`src/rtl/ls_pkg.sv`:
```
// Shared definitions for the load/store memory-access stage.
// Holds the decode mask encodings, the size field values, the response error
// codes, the access FSM state type and the alignment check helper.
package ls_pkg;

  // Decode mask: bit 2 = signed, bits 1:0 = size
  localparam logic [2:0] MASK_LW   = 3'b110;
  localparam logic [2:0] MASK_LB   = 3'b100;
  localparam logic [2:0] MASK_LBU  = 3'b000;
  localparam logic [2:0] MASK_LH   = 3'b101;
  localparam logic [2:0] MASK_LHU  = 3'b001;
  localparam logic [2:0] MASK_NONE = 3'b111;

  localparam logic [1:0] SIZE_B    = 2'b00;
  localparam logic [1:0] SIZE_H    = 2'b01;
  localparam logic [1:0] SIZE_W    = 2'b10;
  localparam logic [1:0] SIZE_NONE = 2'b11;

  localparam logic [1:0] ERR_OK       = 2'b00;
  localparam logic [1:0] ERR_MISALIGN = 2'b01;
  localparam logic [1:0] ERR_TIMEOUT  = 2'b10;

  // LATCH sits between the ack and the response so the returned RAM word is
  // registered before lane extraction/extension.
  typedef enum logic [2:0] {
    ST_IDLE,
    ST_ACCESS,
    ST_LATCH,
    ST_RESP,
    ST_FAULT
  } lsu_state_e;

  function automatic logic is_misaligned(input logic [1:0] size,
                                         input logic [1:0] lo);
    case (size)
      SIZE_H:  return lo[0];
      SIZE_W:  return |lo;
      default: return 1'b0;
    endcase
  endfunction

endpackage

```
`src/rtl/lsu_lane_align.sv`:
```
// Combinational lane alignment for word-wide RAM accesses.
//   mask      : decode mask (bit 2 signed, bits 1:0 size)
//   addr_lo   : byte offset within the word
//   wdata     : right-aligned store data
//   rdata     : raw RAM read word
//   be        : byte enables for the access
//   wdata_rep : store data replicated across all lanes of its size
//   rdata_ext : selected lane, sign/zero extended (word passes through)
module lsu_lane_align
  import ls_pkg::*;
(
  input  logic [2:0]  mask,
  input  logic [1:0]  addr_lo,
  input  logic [31:0] wdata,
  input  logic [31:0] rdata,
  output logic [3:0]  be,
  output logic [31:0] wdata_rep,
  output logic [31:0] rdata_ext
);

  logic [7:0]  lane_b;
  logic [15:0] lane_h;
  logic        sgn;

  always_comb begin
    lane_b    = 8'(rdata >> {addr_lo, 3'b000});
    lane_h    = addr_lo[1] ? rdata[31:16] : rdata[15:0];
    sgn       = mask[2];
    be        = '0;
    wdata_rep = wdata;
    rdata_ext = rdata;
    case (mask[1:0])
      SIZE_B: begin
        be        = 4'b0001 << addr_lo;
        wdata_rep = {4{wdata[7:0]}};
        rdata_ext = {{24{sgn & lane_b[7]}}, lane_b};
      end
      SIZE_H: begin
        be        = addr_lo[1] ? 4'b1100 : 4'b0011;
        wdata_rep = {2{wdata[15:0]}};
        rdata_ext = {{16{sgn & lane_h[15]}}, lane_h};
      end
      SIZE_W: begin
        be = '1;
      end
      default: begin
        be        = '0;
        rdata_ext = '0;
      end
    endcase
  end

endmodule

```
`src/rtl/lsu_mem_access.sv`:
```
// Load/store memory-access stage.
// Accepts one decoded load/store at a time, performs a single handshaked
// word access on the data RAM and returns one response pulse per accepted
// request (extended load data, or an error code).
//   clk, rst_n            : clock, synchronous active-low reset
//   req_valid/req_ready   : request handshake (stall while valid & !ready)
//   memread/memwrite/is_ls/mask/addr/wdata : decoded request
//   ram_req/ram_we/ram_addr/ram_be/ram_wdata : RAM request (held until ack)
//   ram_ack/ram_rdata     : RAM completion and read data
//   resp_valid/resp_rdata/resp_err : one-cycle response
module lsu_mem_access
  import ls_pkg::*;
#(
  parameter int unsigned ADDR_W  = 32,
  parameter int unsigned TIMEOUT = 16
) (
  input  logic              clk,
  input  logic              rst_n,
  input  logic              req_valid,
  output logic              req_ready,
  input  logic              memread,
  input  logic              memwrite,
  input  logic              is_ls,
  input  logic [2:0]        mask,
  input  logic [ADDR_W-1:0] addr,
  input  logic [31:0]       wdata,
  output logic              ram_req,
  output logic              ram_we,
  output logic [ADDR_W-3:0] ram_addr,
  output logic [3:0]        ram_be,
  output logic [31:0]       ram_wdata,
  input  logic              ram_ack,
  input  logic [31:0]       ram_rdata,
  output logic              resp_valid,
  output logic [31:0]       resp_rdata,
  output logic [1:0]        resp_err
);

  localparam int unsigned CNT_W = $clog2(TIMEOUT + 1);

  lsu_state_e        state;
  logic [CNT_W-1:0]  cnt;
  logic              we_q;
  logic [2:0]        mask_q;
  logic [ADDR_W-1:0] addr_q;
  logic [31:0]       wdata_q;
  logic [31:0]       rdata_q;

  logic [3:0]        be;
  logic [31:0]       wdata_rep;
  logic [31:0]       rdata_ext;

  logic              accept;
  logic              pass_thru;

  // One aligner serves both directions: all of its inputs come from the
  // registered request, so the RAM-side fields and the load extension never
  // overlap in time.
  lsu_lane_align u_align (
    .mask      (mask_q),
    .addr_lo   (addr_q[1:0]),
    .wdata     (wdata_q),
    .rdata     (rdata_q),
    .be        (be),
    .wdata_rep (wdata_rep),
    .rdata_ext (rdata_ext)
  );

  always_comb begin
    accept    = req_valid && req_ready;
    pass_thru = !is_ls || (mask[1:0] == SIZE_NONE);
    ram_we    = ram_req & we_q;
    ram_addr  = ram_req ? addr_q[ADDR_W-1:2] : '0;
    ram_be    = ram_req ? be : '0;
    ram_wdata = ram_req ? wdata_rep : '0;
  end

  always_ff @(posedge clk) begin
    if (!rst_n) begin
      state      <= ST_IDLE;
      cnt        <= '0;
      req_ready  <= 1'b1;
      ram_req    <= 1'b0;
      we_q       <= 1'b0;
      mask_q     <= '0;
      addr_q     <= '0;
      wdata_q    <= '0;
      rdata_q    <= '0;
      resp_valid <= 1'b0;
      resp_rdata <= '0;
      resp_err   <= ERR_OK;
    end else begin
      resp_valid <= 1'b0;
      resp_rdata <= '0;
      resp_err   <= ERR_OK;
      case (state)
        ST_IDLE: begin
          if (accept) begin
            if (pass_thru) begin
              resp_valid <= 1'b1;
            end else if (is_misaligned(mask[1:0], addr[1:0])) begin
              state      <= ST_FAULT;
              req_ready  <= 1'b0;
              resp_valid <= 1'b1;
              resp_err   <= ERR_MISALIGN;
            end else begin
              state     <= ST_ACCESS;
              req_ready <= 1'b0;
              ram_req   <= 1'b1;
              // memread & memwrite together resolves to a store
              we_q      <= memwrite;
              mask_q    <= mask;
              addr_q    <= addr;
              wdata_q   <= wdata;
              cnt       <= '0;
            end
          end
        end
        ST_ACCESS: begin
          // Ack is checked first so an ack on the expiry cycle still succeeds
          if (ram_ack) begin
            ram_req <= 1'b0;
            rdata_q <= ram_rdata;
            state   <= ST_LATCH;
          end else if (cnt == CNT_W'(TIMEOUT - 1)) begin
            ram_req    <= 1'b0;
            state      <= ST_FAULT;
            resp_valid <= 1'b1;
            resp_err   <= ERR_TIMEOUT;
          end else begin
            cnt <= cnt + 1'b1;
          end
        end
        ST_LATCH: begin
          state      <= ST_RESP;
          resp_valid <= 1'b1;
          resp_rdata <= we_q ? '0 : rdata_ext;
        end
        ST_RESP, ST_FAULT: begin
          state     <= ST_IDLE;
          req_ready <= 1'b1;
        end
        default: begin
          state     <= ST_IDLE;
          req_ready <= 1'b1;
          ram_req   <= 1'b0;
        end
      endcase
    end
  end

  always_ff @(posedge clk) begin
    if (rst_n && accept && is_ls) begin
      assert (!(memread && memwrite));
    end
  end

endmodule

```
`config.mk`:
```
export PLATFORM = sky130hd
export DESIGN_NAME = lsu_mem_access
export DESIGN_NICKNAME = d
export VERILOG_FILES = /design/src/rtl/ls_pkg.sv /design/src/rtl/lsu_lane_align.sv /design/src/rtl/lsu_mem_access.sv
export SDC_FILE = /design/constraint.sdc
export NUM_CORES = 1
export LEC_CHECK = 0
export CORE_ASPECT_RATIO = 0.5
export CORE_MARGIN = 2
export CORE_UTILIZATION = 40
export DETAILED_ROUTE_END_ITERATION = 8
export PLACE_DENSITY = 0.78
export SLEW_MARGIN = 25
export SYNTH_ARGS = -nofsm -noshare
export SYNTH_HDL_FRONTEND = slang
export SYNTH_HIERARCHICAL = 1
export SYNTH_SLANG_ARGS = --single-unit
```
`constraint.sdc`:
```
create_clock -name clk -period 4.58 [get_ports clk]
set_clock_uncertainty 0.05 [all_clocks]
set_input_delay 0.916 -clock clk [delete_from_list [all_inputs] [get_ports clk]]
set_output_delay 0.916 -clock clk [all_outputs]
set_load 0.1 [all_outputs]
```
## Word-level counts from Yosys, hierarchy flattened

Cells that the tools add are included.

| cells by class | value |
|---|---|
| equal/unequal tests | 16 |
| reductions and logical operators | 16 |
| add/subtract/negate cells | 1 |
| multiplexer cells | 46 |
| shift operators | 2 |
| bitwise operators | 9 |

Operators with widths:

| kind | number |
|---|---|
| one-hot mux 32 bit (3 select lines) | 1 |
| one-hot mux 32 bit (2 select lines) | 1 |
| 2-to-1 mux 32 bit | 1 |
| right shift 32 x 5 -> 8 bit | 1 |
| 2-to-1 mux 30 bit | 1 |
| 2-to-1 mux 5 bit | 5 |
| 2-to-1 mux 1 bit | 19 |
| 2-to-1 mux 16 bit | 1 |
| 2-to-1 mux 3 bit | 5 |
| one-hot mux 4 bit (3 select lines) | 1 |
| != test 2 bit (second input constant) | 5 |
| one-hot mux 5 bit (2 select lines) | 1 |
| one-hot mux 3 bit (3 select lines) | 1 |
| 2-to-1 mux 4 bit | 2 |
| equality test 2 bit (second input constant) | 3 |
| equality test 3 x 2 -> 1 bit (second input constant) | 2 |
| inverter 1 bit | 6 |
| one-hot mux 1 bit (3 select lines) | 2 |
| AND reduction 3 bit | 2 |
| AND reduction 6 bit | 1 |
| OR reduction 3 bit | 2 |
| adder 5 x 1 -> 5 bit (second input constant) | 1 |
| equality test 5 x 4 -> 1 bit (second input constant) | 1 |
| AND reduction 5 bit | 1 |
| other kinds (18) | 24 |

| word-level totals | value |
|---|---|
| input port bits | 106 |
| word-level logic and storage cells | 102 |
| register bits after elaboration | 145 |
| output and inout port bits | 104 |

## Longest topological paths before layout

Gate-level depths: netlist of run 1.

| logic depth | value |
|---|---|
| depth after elaboration | 10 |
| mapped depth | 8 |
| mapped depth without buffers | 7 |

## Modules after synthesis

Netlist of run 1, hierarchy kept.

Modules (own cells, without submodules):

| module | times used | seq. area each (µm²) | cells an instance | area an instance (µm²) |
|---|---|---|---|---|
| lsu_mem_access | 1 | 2,902.8 | 677 | 5,741.8 |
| lsu_lane_align | 1 | 0.0 | 155 | 1,112.3 |

## Worst setup path before layout of run 1

No wires, ideal clock.

| path | value |
|---|---|
| kind | flip-flop to output port |
| start | reg ram_req |
| end | out ram_wdata[11] |
| data required time | 3,614 ps |
| arrival | 2,258 ps |
| cell stages (with the launch flop) | 4 |
| buffers on the path | 2 |
| path slack | 1,356 ps |
| path through | dfxtp_1 > clkbuf_1 > clkbuf_1 > and2_1 |

| on the way | value |
|---|---|
| longest elaborated chain between the ends | 1 |

Ends and longest elaborated chain:

| element | RTL line | text |
|---|---|---|
| start: declaration | lsu_mem_access.sv:27 | `output logic ram_req,` |
| start signal: assignment | lsu_mem_access.sv:83 | `ram_req <= 1'b0;` |
| start signal: assignment | lsu_mem_access.sv:109 | `ram_req <= 1'b1;` |
| start signal: assignment | lsu_mem_access.sv:122 | `ram_req <= 1'b0;` |
| 2-to-1 mux 32 bit | lsu_mem_access.sv:75 | `ram_wdata = ram_req ? wdata_rep : '0;` |
| end: declaration | lsu_mem_access.sv:31 | `output logic [31:0] ram_wdata,` |

Every way passes these cells.

## Worst setup path in the final report of run 1

| path | value |
|---|---|
| start | reg ram_req |
| end | out ram_wdata[6] |

Same word-level chain as after synthesis.

==> impl_metrics.tcl, run 1 <==
set metrics [dict create \
    power.leakage_nw 3.51 \
    hp-class "reg2reg" \
    worstSetupStartpoint "ram_req$_SDFFE_PN0P_" \
    relSlewSlack_pct 29.7 \
    ir_drop_mv 0.281 \
    ant_cells 0 \
    end_kind "output port" \
    power.density_nw_per_um2 336 \
    cts_hold_buffers 0 \
    die_h_um 96.6 \
    grt_pass1_wl_um 32300 \
    post_synth_most_frequent_cells "dfxtp_1, a21oi_1, and2_1, nand2_1, nand3_1" \
    drt_pre_antenna_iters 6 \
    post_cts.repair.setup_buffers 0 \
    ctsRootBufferMaster "clkbuf_16" \
    max_freq_ghz 0.269 \
    tritoncts "done" \
    fp.coreArea_um2 16600 \
    timing.setup.tns_ns 0 \
    grt_setup_unrepaired "false" \
    place.port_buffers 208 \
    hold_path.startpoint "rdata_q[1]$_SDFFE_PN0P_" \
    finalHoldViolations 0 \
    min_tclk_post_route_ns 3.72 \
    standard_cell_area_after_detailed_placement_um2 8810 \
    synth_top_area_cell "dfxtp_1" \
    detailedPlacementHpwl_um 13800 \
    post_route_cells_drive_above_1_share_pct 10.8 \
    fraction_of_registers_with_async_set_or_reset_after_synthesis_pct 0 \
    globalRouteTotalUtil_pct 22.4 \
    dp_slack_ns 1.15 \
    reg2reg_depth 5 \
    flow.area_growth_from_synthesis_pct 37.0 \
    postSynth.topFlopCell "dfxtp_1" \
    grt_start_max_net_pins 69 \
    num-nets-final 1095 \
    crit_arrival_ns 2.76 \
    netlist_cell_types 48 \
    cts_max_level 4 \
    result_of_the_run "completed" \
    worst-path-max-fanout 58 \
    critical_path.reg2reg.startpoint "mask_q[0]$_SDFFE_PN0P_" \
    stdcell_area_um2 9390 \
    ioPinCount 210 \
    timing.critical_path.from_type "flop" \
    syn_inst 832 \
    mappedNetlistArea_um2 6850 \
    post-synth-top-count-cell "dfxtp_1" \
    clock_tree.buffer_depth 2 \
    via_count 6590 \
    max_slew.worst_pin.slew_ns 1.05 \
    cp_data_required_time_ns 3.61 \
    maxCapViolCount 0 \
    postLayoutSetupSlackWorst_ns 0.859 \
    syn_nets 943 \
    antenna_left 0 \
    synthTopCellsByArea "dfxtp_1, and2_1, a21oi_1, nand3_1, nand2_1" \
    drt-vias-per-instance 5.39 \
    synth_enable_flop_cells 0 \
    placement_rows 33 \
    cts.repair.resized 0 \
    cts_num_sinks 145 \
    synth_top_area_share_pct 42.4 \
    gr-total-overflow 0 \
    total_power_w 0.00315 \
    hold_path_depth 2 \
    tritoncts.num_buffers 17 \
    ys_ff_latch 145 \
    worstSkewPairLatency_ns 0.42 \
    final-setup-viol-count 0 \
    dieArea_um2 18300 \
    drt_iter0_markers 494 \
    synth-warning-count 6 \
    detail_route.drc_violations 0 \
    syn-mean-instance-area_um2 8.24 \
    final_min_period_over_clock_period_pct 81.3 \
    floorplan.die.width_um 189 \
    grt_pass1_vias 6369 \
    floorplan.initialDensity_pct 41.4 \
    route.final.wire_length_um 20700 \
    routedWlPerCell_um 16.9 \
    synth.yosys.seq_area_share_pct 42.4 \
    clk_pin_slew_worst_paths_ns 0.06 \
    critPathKind "reg2out" \
    final_replace_weighted_congestion 0.882 \
    slew_violations 0 \
    initial_antenna_violation_count 0 \
]
[metal layers]
metal	share of wire (%)	up-vias	global-route usage (%)	wire (µm)
met5	0	-	0	0
met4	2.3	0	9.18	471
met3	5.4	38	4.48	1120
met2	48	212	38.5	10000
met1	44	3159	28.1	9100
li1	-	3181	-	-
[kinds of logic (layout without fill, tap and decap cells)]
| group | after synthesis | after routing | share of synthesized area [%] |
|---|---|---|---|
| buf+inv | 101 | 264 | 7.61 |
| mux | 34 | 34 | 5.59 |
| compound gates | 245 | 245 | 20.6 |
| simple gates | 302 | 302 | 22.9 |
| flops | 145 | 145 | 42.4 |
| fa+ha+maj | 5 | 5 | 0.913 |
[critical path: stages (launching register included)]
cell	delay [ns]
dfxtp_2	0.94
and2_1	0.25
clkdlybuf4s50_1	1.14
[worst paths after layout]
check,to,slack [ns]
worst min register to register,rdata_q[1]$_SDFFE_PN0P_,0.41
worst min-delay path,rdata_q[1]$_SDFFE_PN0P_,0.41
worst max-delay path,ram_wdata[6],0.86
worst max register to register,resp_rdata[31]$_SDFF_PP0_,1.91
[power by group]
group | switching (W) | total [W] | internal (W)
logic | 0.000253 | 0.000430 | 0.000177
clock network | 0.000539 | 0.00136 | 0.000825
registers | 0.0000510 | 0.00136 | 0.00131
total | 0.000843 | 0.00315 | 0.00231
[layout make-up]
| cell class | count | area [µm²] |
|---|---|---|
| tap | 227 | 284 |
| clock buffer | 21 | 460 |
| timing repair buffer | 220 | 2120 |
| multi-input combinational | 586 | 3450 |
| inverter | 14 | 53.8 |
| sequential | 145 | 2900 |
| clock inverter | 9 | 109 |
| fill | 1460 | 7170 |
[state kept, by name, indices dropped and copies added (netlist names)]
| name | flops |
|---|---|
| resp_rdata | 32 |
| cnt | 5 |
| rdata_q | 32 |
| wdata_q | 32 |
| req_ready | 1 |
| resp_err | 2 |
| resp_valid | 1 |
| addr_q | 32 |
| state | 3 |
| mask_q | 3 |
| we_q | 1 |
| ram_req | 1 |
[through the flow]
step,std cells,hold slack (ns),utilization [%]
floorplan,832,0.386,-
global placement,1192,0.399,53.2
detailed placement,1192,0.397,53.2
CTS,1222,0.406,56.7
global route,1222,0.422,56.7
finish,1222,0.405,56.7
[placed cells by master, fill, tap and decap left out, types with 13 or more instances in the layout]
cell / Yosys / final
o21ai_0: 14 / 14
o21ai_1: 69 / 69
buf_4: 10 / 39
nand2_1: 93 / 92
and2_1: 101 / 100
nand3_1: 70 / 70
dfxtp_1: 145 / 144
clkbuf_16: 0 / 17
mux2_2: 24 / 24
a21oi_1: 106 / 106
inv_1: 13 / 13
clkdlybuf4s50_1: 0 / 179
a211o_1: 16 / 16
Note: power is estimated with default switching activity, not from simulation.
==> inputs of run 2 (changes only) <==
--- a/config.mk
+++ b/config.mk
@@ -9,7 +9,7 @@
 export CORE_MARGIN = 2
 export CORE_UTILIZATION = 40
 export DETAILED_ROUTE_END_ITERATION = 8
-export PLACE_DENSITY = 0.78
+export PLACE_DENSITY = 0.81
 export SLEW_MARGIN = 25
 export SYNTH_ARGS = -nofsm -noshare
 export SYNTH_HDL_FRONTEND = slang
==> constraint.sdc (replaced) <==
create_clock -name clk -period 3.15 [get_ports clk]
set_clock_uncertainty 0.05 [all_clocks]
set_input_delay 0.63 -clock clk [delete_from_list [all_inputs] [get_ports clk]]
set_output_delay 0.63 -clock clk [all_outputs]
set_load 0.1 [all_outputs]
==> impl_metrics.tcl, run 2 (same netlist as run 1, synthesis figures left out) <==
set metrics [dict create \
    post_cts.repair.setup_buffers 0 \
    ctsRootBufferMaster "clkbuf_16" \
    cts.repair.resized 0 \
    final_min_period_over_clock_period_pct 93.7 \
    final_replace_weighted_congestion 0.864 \
    detail_route.drc_violations 0 \
    drt-vias-per-instance 5.41 \
    crit_slowest_cell "a21oi_1" \
    via_count 6681 \
    dp_cells 1202 \
    finalHoldViolations 0 \
    grt_setup_unrepaired "false" \
    cts_max_level 4 \
    detailedPlacementHpwl_um 14300 \
    globalRouteTotalUtil_pct 22.6 \
    total_area_of_multi_input_combinational_cells_um2 3450 \
    post_route_cells_drive_above_1_share_pct 19.2 \
    ant_cells 0 \
    ir_drop_mv 0.392 \
    worst-path-max-fanout 16 \
    ioPinCount 210 \
    place.port_buffers 208 \
    hp-class "reg2reg" \
    crit_family "simple AND/OR/NAND/NOR gates" \
    timing.setup.tns_ns 0 \
    critPathKind "reg2out" \
    clk_pin_slew_worst_paths_ns 0.06 \
    maxCapViolCount 0 \
    tritoncts "done" \
    die_h_um 96.6 \
    most_common_library_cell_in_the_layout_ignoring_fill_and_taps "dfxtp_1" \
    cts_hold_buffers 0 \
    grt_start_max_net_pins 89 \
    max_stage_delay_ns 0.58 \
    flow.area_growth_from_synthesis_pct 40.9 \
    power.density_nw_per_um2 472 \
    min_tclk_post_route_ns 2.95 \
    relSlewSlack_pct 49.0 \
    cp_data_required_time_ns 2.47 \
    end_kind "output port" \
    grt_pass1_vias 6378 \
    stdcell_area_um2 9650 \
    seq_pwr_share_pct 43.1 \
    netSwitchingFraction_pct 27.4 \
    max_freq_ghz 0.339 \
    cts_num_sinks 145 \
    dieArea_um2 18300 \
    routedWlPerCell_um 17.0 \
    gr-total-overflow 0 \
    route.final.wire_length_um 20900 \
    timing.critical_path.buf_inv 2 \
    timing.critical_path.from_type "flop" \
    layoutNonFillerInstCount 1234 \
    timing.critical_path.cells "buf_4, nand2b_1, a21oi_1, nor2_1, and2_1, buf_12" \
    floorplan.initialDensity_pct 41.4 \
    crit_arrival_ns 2.27 \
    layout.cells.most_common_list "dfxtp_1, a21oi_1, clkdlybuf4s50_1, and2_1" \
    num-nets-final 1105 \
    initial_antenna_violation_count 0 \
    seqCellArea_um2 2900 \
    antenna_left 0 \
    fin_worst_hold_slack_ns 0.405 \
    power.net_switching_w 0.00125 \
    drt_iter0_markers 523 \
    comb_power_share_pct 14.5 \
    p_int_w 0.00331 \
    grt_pass1_wl_um 32700 \
    worstSkewPairLatency_ns 0.41 \
    floorplan.die.width_um 189 \
    tritoncts.num_buffers 17 \
    placement_rows 33 \
    max_slew.worst_pin.slew_ns 0.764 \
    drt_pre_antenna_iters 5 \
    fp.coreArea_um2 16600 \
    fillers 1406 \
    standard_cell_area_after_detailed_placement_um2 9090 \
    final-setup-viol-count 0 \
    power.leakage_nw 3.79 \
    clock_power_share_pct 42.4 \
    result_of_the_run "completed" \
    slew_violations 0 \
    clock_tree.buffer_depth 2 \
]
==> run 2: cell count changes in the layout (fill, tap and decap cells not counted) <==
cell,delta
nand2_2,-1
clkdlybuf4s50_1,-75
and2_1,+1
clkbuf_1,-1
clkinvlp_4,+2
and2_2,-1
buf_4,+54
inv_6,+1
clkinv_2,+1
bufinv_16,-1
buf_12,+31
nand2_1,+1
==> run 2: final cells by class <==
cell class,count,area share (%)
clock buffer,20,4.73
clock inverter,12,1.11
inverter,14,0.557
multi-input combinational,586,35.7
sequential,145,30.1
tap,227,2.94
timing repair buffer,230,24.9
==> run 2: power by group through the flow <==
stage / clock network (W) / registers, W / logic, W
after global placement: 0 / 0.00200 / 0.000645
after floorplan: 0 / 0.00200 / 0.000392
after global routing: 0.00205 / 0.00198 / 0.000709
after CTS: 0.00196 / 0.00196 / 0.000658
final: 0.00193 / 0.00197 / 0.000661
after detailed placement: 0 / 0.00200 / 0.000655
==> run 2: layer usage <==
metal	track usage, %	wire, µm
met1	28.1	8980
met2	38.5	9970
met3	5.42	1370
met4	9.18	605
met5	0	0
==> run 2: path summary, 6_finish.rpt <==
kind                           start                         to  slack [ns]  depth (start not counted)
max           mask_q[0]$_SDFFE_PN0P_                  ram_be[0]        0.20                          6
min          rdata_q[2]$_SDFFE_PN0P_    rdata_q[2]$_SDFFE_PN0P_        0.41                          2
max reg2reg   addr_q[1]$_SDFFE_PN0P_  resp_rdata[15]$_SDFF_PP0_        0.95                          5
min reg2reg  rdata_q[2]$_SDFFE_PN0P_    rdata_q[2]$_SDFFE_PN0P_        0.41                          2
==> run 2: tightest hold or removal path, cell delays in order (launching register included) <==
cell	delay, ns
dfxtp_1	0.31
nand2_1	0.05
a21oi_1	0.05
==> run 2: stage by stage <==
stage	total power, W	utilization (%)	worst slack [ns]
floorplan	0.00239	-	0.212
global placement	0.00264	54.9	0.395
detailed placement	0.00266	54.9	0.316
CTS	0.00458	58.3	0.212
global route	0.00473	58.3	0.00806
finish	0.00456	58.3	0.198
==> inputs of run 3 (changes only) <==
--- a/config.mk
+++ b/config.mk
@@ -9,6 +9,7 @@
 export CORE_MARGIN = 2
 export CORE_UTILIZATION = 40
 export DETAILED_ROUTE_END_ITERATION = 8
+export GPL_TIMING_DRIVEN = 0
 export PLACE_DENSITY = 0.81
 export SLEW_MARGIN = 25
 export SYNTH_ARGS = -nofsm -noshare
==> impl_metrics.tcl, run 3 (same netlist as run 1, synthesis figures left out) <==
set metrics [dict create \
    post_route_cells_drive_above_1_share_pct 15.5 \
    maxCapViolCount 0 \
    layoutNonFillerInstCount 1298 \
    ir_drop_mv 0.424 \
    max_slew.worst_pin.slew_ns 0.987 \
    cts_max_level 4 \
    slew_violations 0 \
    globalRouteTotalUtil_pct 24.5 \
    final_min_period_over_clock_period_pct 97.0 \
    dp_slack_ns -0.483 \
    floorplan.die.width_um 189 \
    gr-total-overflow 0 \
    crit_arrival_ns 2.38 \
    power.leakage_nw 3.84 \
    worst-r2r-setup-slack_ns 1.05 \
    grt_pass1_vias 6828 \
    grt_setup_unrepaired "false" \
    postLayoutSetupSlackWorst_ns 0.0938 \
    max_freq_ghz 0.327 \
    grt_pass1_wl_um 34600 \
    worstSkewPairLatency_ns 0.42 \
    antenna_left 0 \
    route.final.wire_length_um 22500 \
    ioPinCount 210 \
    flow.area_growth_from_synthesis_pct 42.8 \
    cp_data_required_time_ns 2.47 \
    layout.cells.most_common_list "dfxtp_1, clkdlybuf4s50_1, a21oi_1, and2_1, nand2_1" \
    routedWlPerCell_um 17.3 \
    finalHoldViolations 0 \
    clk_pin_slew_worst_paths_ns 0.06 \
    total_power_w 0.00476 \
    end_kind "output port" \
    critPathKind "reg2out" \
    cts_num_sinks 145 \
    fillers 1414 \
    num-nets-final 1169 \
    relSlewSlack_pct 34.0 \
    min_tclk_post_route_ns 3.06 \
    timing.setup.tns_ns 0 \
    finalCoreUtilization_pct 59.1 \
    initial_antenna_violation_count 0 \
    grt_start_max_net_pins 17 \
    worst-path-max-fanout 10 \
    floorplan.initialDensity_pct 41.4 \
    place.port_buffers 208 \
    drt_iter0_markers 547 \
    final_replace_weighted_congestion 0.873 \
    ctsRootBufferMaster "clkbuf_16" \
    most_common_library_cell_in_the_layout_ignoring_fill_and_taps "dfxtp_1" \
    detail_route.drc_violations 0 \
    timing.critical_path.from_type "flop" \
    drt-vias-per-instance 5.39 \
    dp_cells 1267 \
    dieArea_um2 18300 \
    placement_rows 33 \
    power.density_nw_per_um2 487 \
    via_count 6992 \
    clock_tree.buffer_depth 2 \
    result_of_the_run "completed" \
    final-setup-viol-count 0 \
    ant_cells 0 \
    drt_pre_antenna_iters 5 \
    die_h_um 96.6 \
    tritoncts "done" \
    tritoncts.num_buffers 17 \
    fp.coreArea_um2 16600 \
    cts_hold_buffers 0 \
    detailedPlacementHpwl_um 16700 \
    hp-class "reg2reg" \
]
==> run 3: changes by cell type in the layout (fill, tap and decap cells not counted), moves of 8 or more <==
cell,delta
buf_4,-82
dlygate4sd2_1,+24
clkdlybuf4s15_2,+27
clkdlybuf4s50_1,+37
buf_6,+8
clkbuf_2,+12
clkbuf_1,+28
buf_2,+40
buf_12,-33
==> run 3: report_power, final <==
group	switching (W)	internal [W]	total, W
logic	0.000414	0.000283	0.000697
clock network	0.000814	0.00130	0.00211
registers	0.0000555	0.00190	0.00196
==> run 3: path summary, 6_finish.rpt <==
path	start	endpoint	cells after the start
setup / recovery	ram_req$_SDFFE_PN0P_	ram_wdata[20]	4
hold / removal	rdata_q[3]$_SDFFE_PN0P_	rdata_q[3]$_SDFFE_PN0P_	2
setup reg to reg	cnt[0]$_SDFFE_PN0P_	cnt[2]$_SDFFE_PN0P_	6
hold reg to reg	rdata_q[3]$_SDFFE_PN0P_	rdata_q[3]$_SDFFE_PN0P_	2
==> run 3: area by class of cell <==
class / count / area [µm²] / area share [%]
repair buffers: 208 / 2020 / 20.6
clock inverters: 11 / 154 / 1.57
plain buffers: 86 / 470 / 4.81
well taps: 227 / 284 / 2.90
flip-flops and latches: 145 / 2900 / 29.7
multi-input cells: 586 / 3440 / 35.2
clock buffers: 21 / 460 / 4.71
inverters: 14 / 52.6 / 0.537
==> run 3: stage by stage <==
step           instance area (µm²)  hold slack, ns
6_report                      9780           0.417
2_1_floorplan                 6850           0.386
3_5_place_dp                  9220           0.408
4_1_cts                       9850           0.415
3_3_place_gp                  9220           0.400
5_1_grt                       9780           0.433
==> run 3: repair_timing <==
action / in CTS / in global routing
buffers inserted: 0 / 0
resized for setup: 155 / 22
setup endpoints to repair: 67 / 16
endpoints found under the hold margin: 0 / 0
==> run 3: worst max-delay path: stages, from the launching register on <==
cell,delay (ns)
dfxtp_1,0.53
clkbuf_2,0.32
clkbuf_1,0.34
and2_1,0.20
clkdlybuf4s18_2,0.55
==> run 3: layer usage <==
layer  track usage, %  vias to the layer above  part of all wire, %
li1                 -                     3339                    -
met5                0                        -                    0
met1             31.0                     3300                   44
met3             4.59                       54                  6.6
met2             41.8                      299                   47
met4             10.1                        0                  2.3
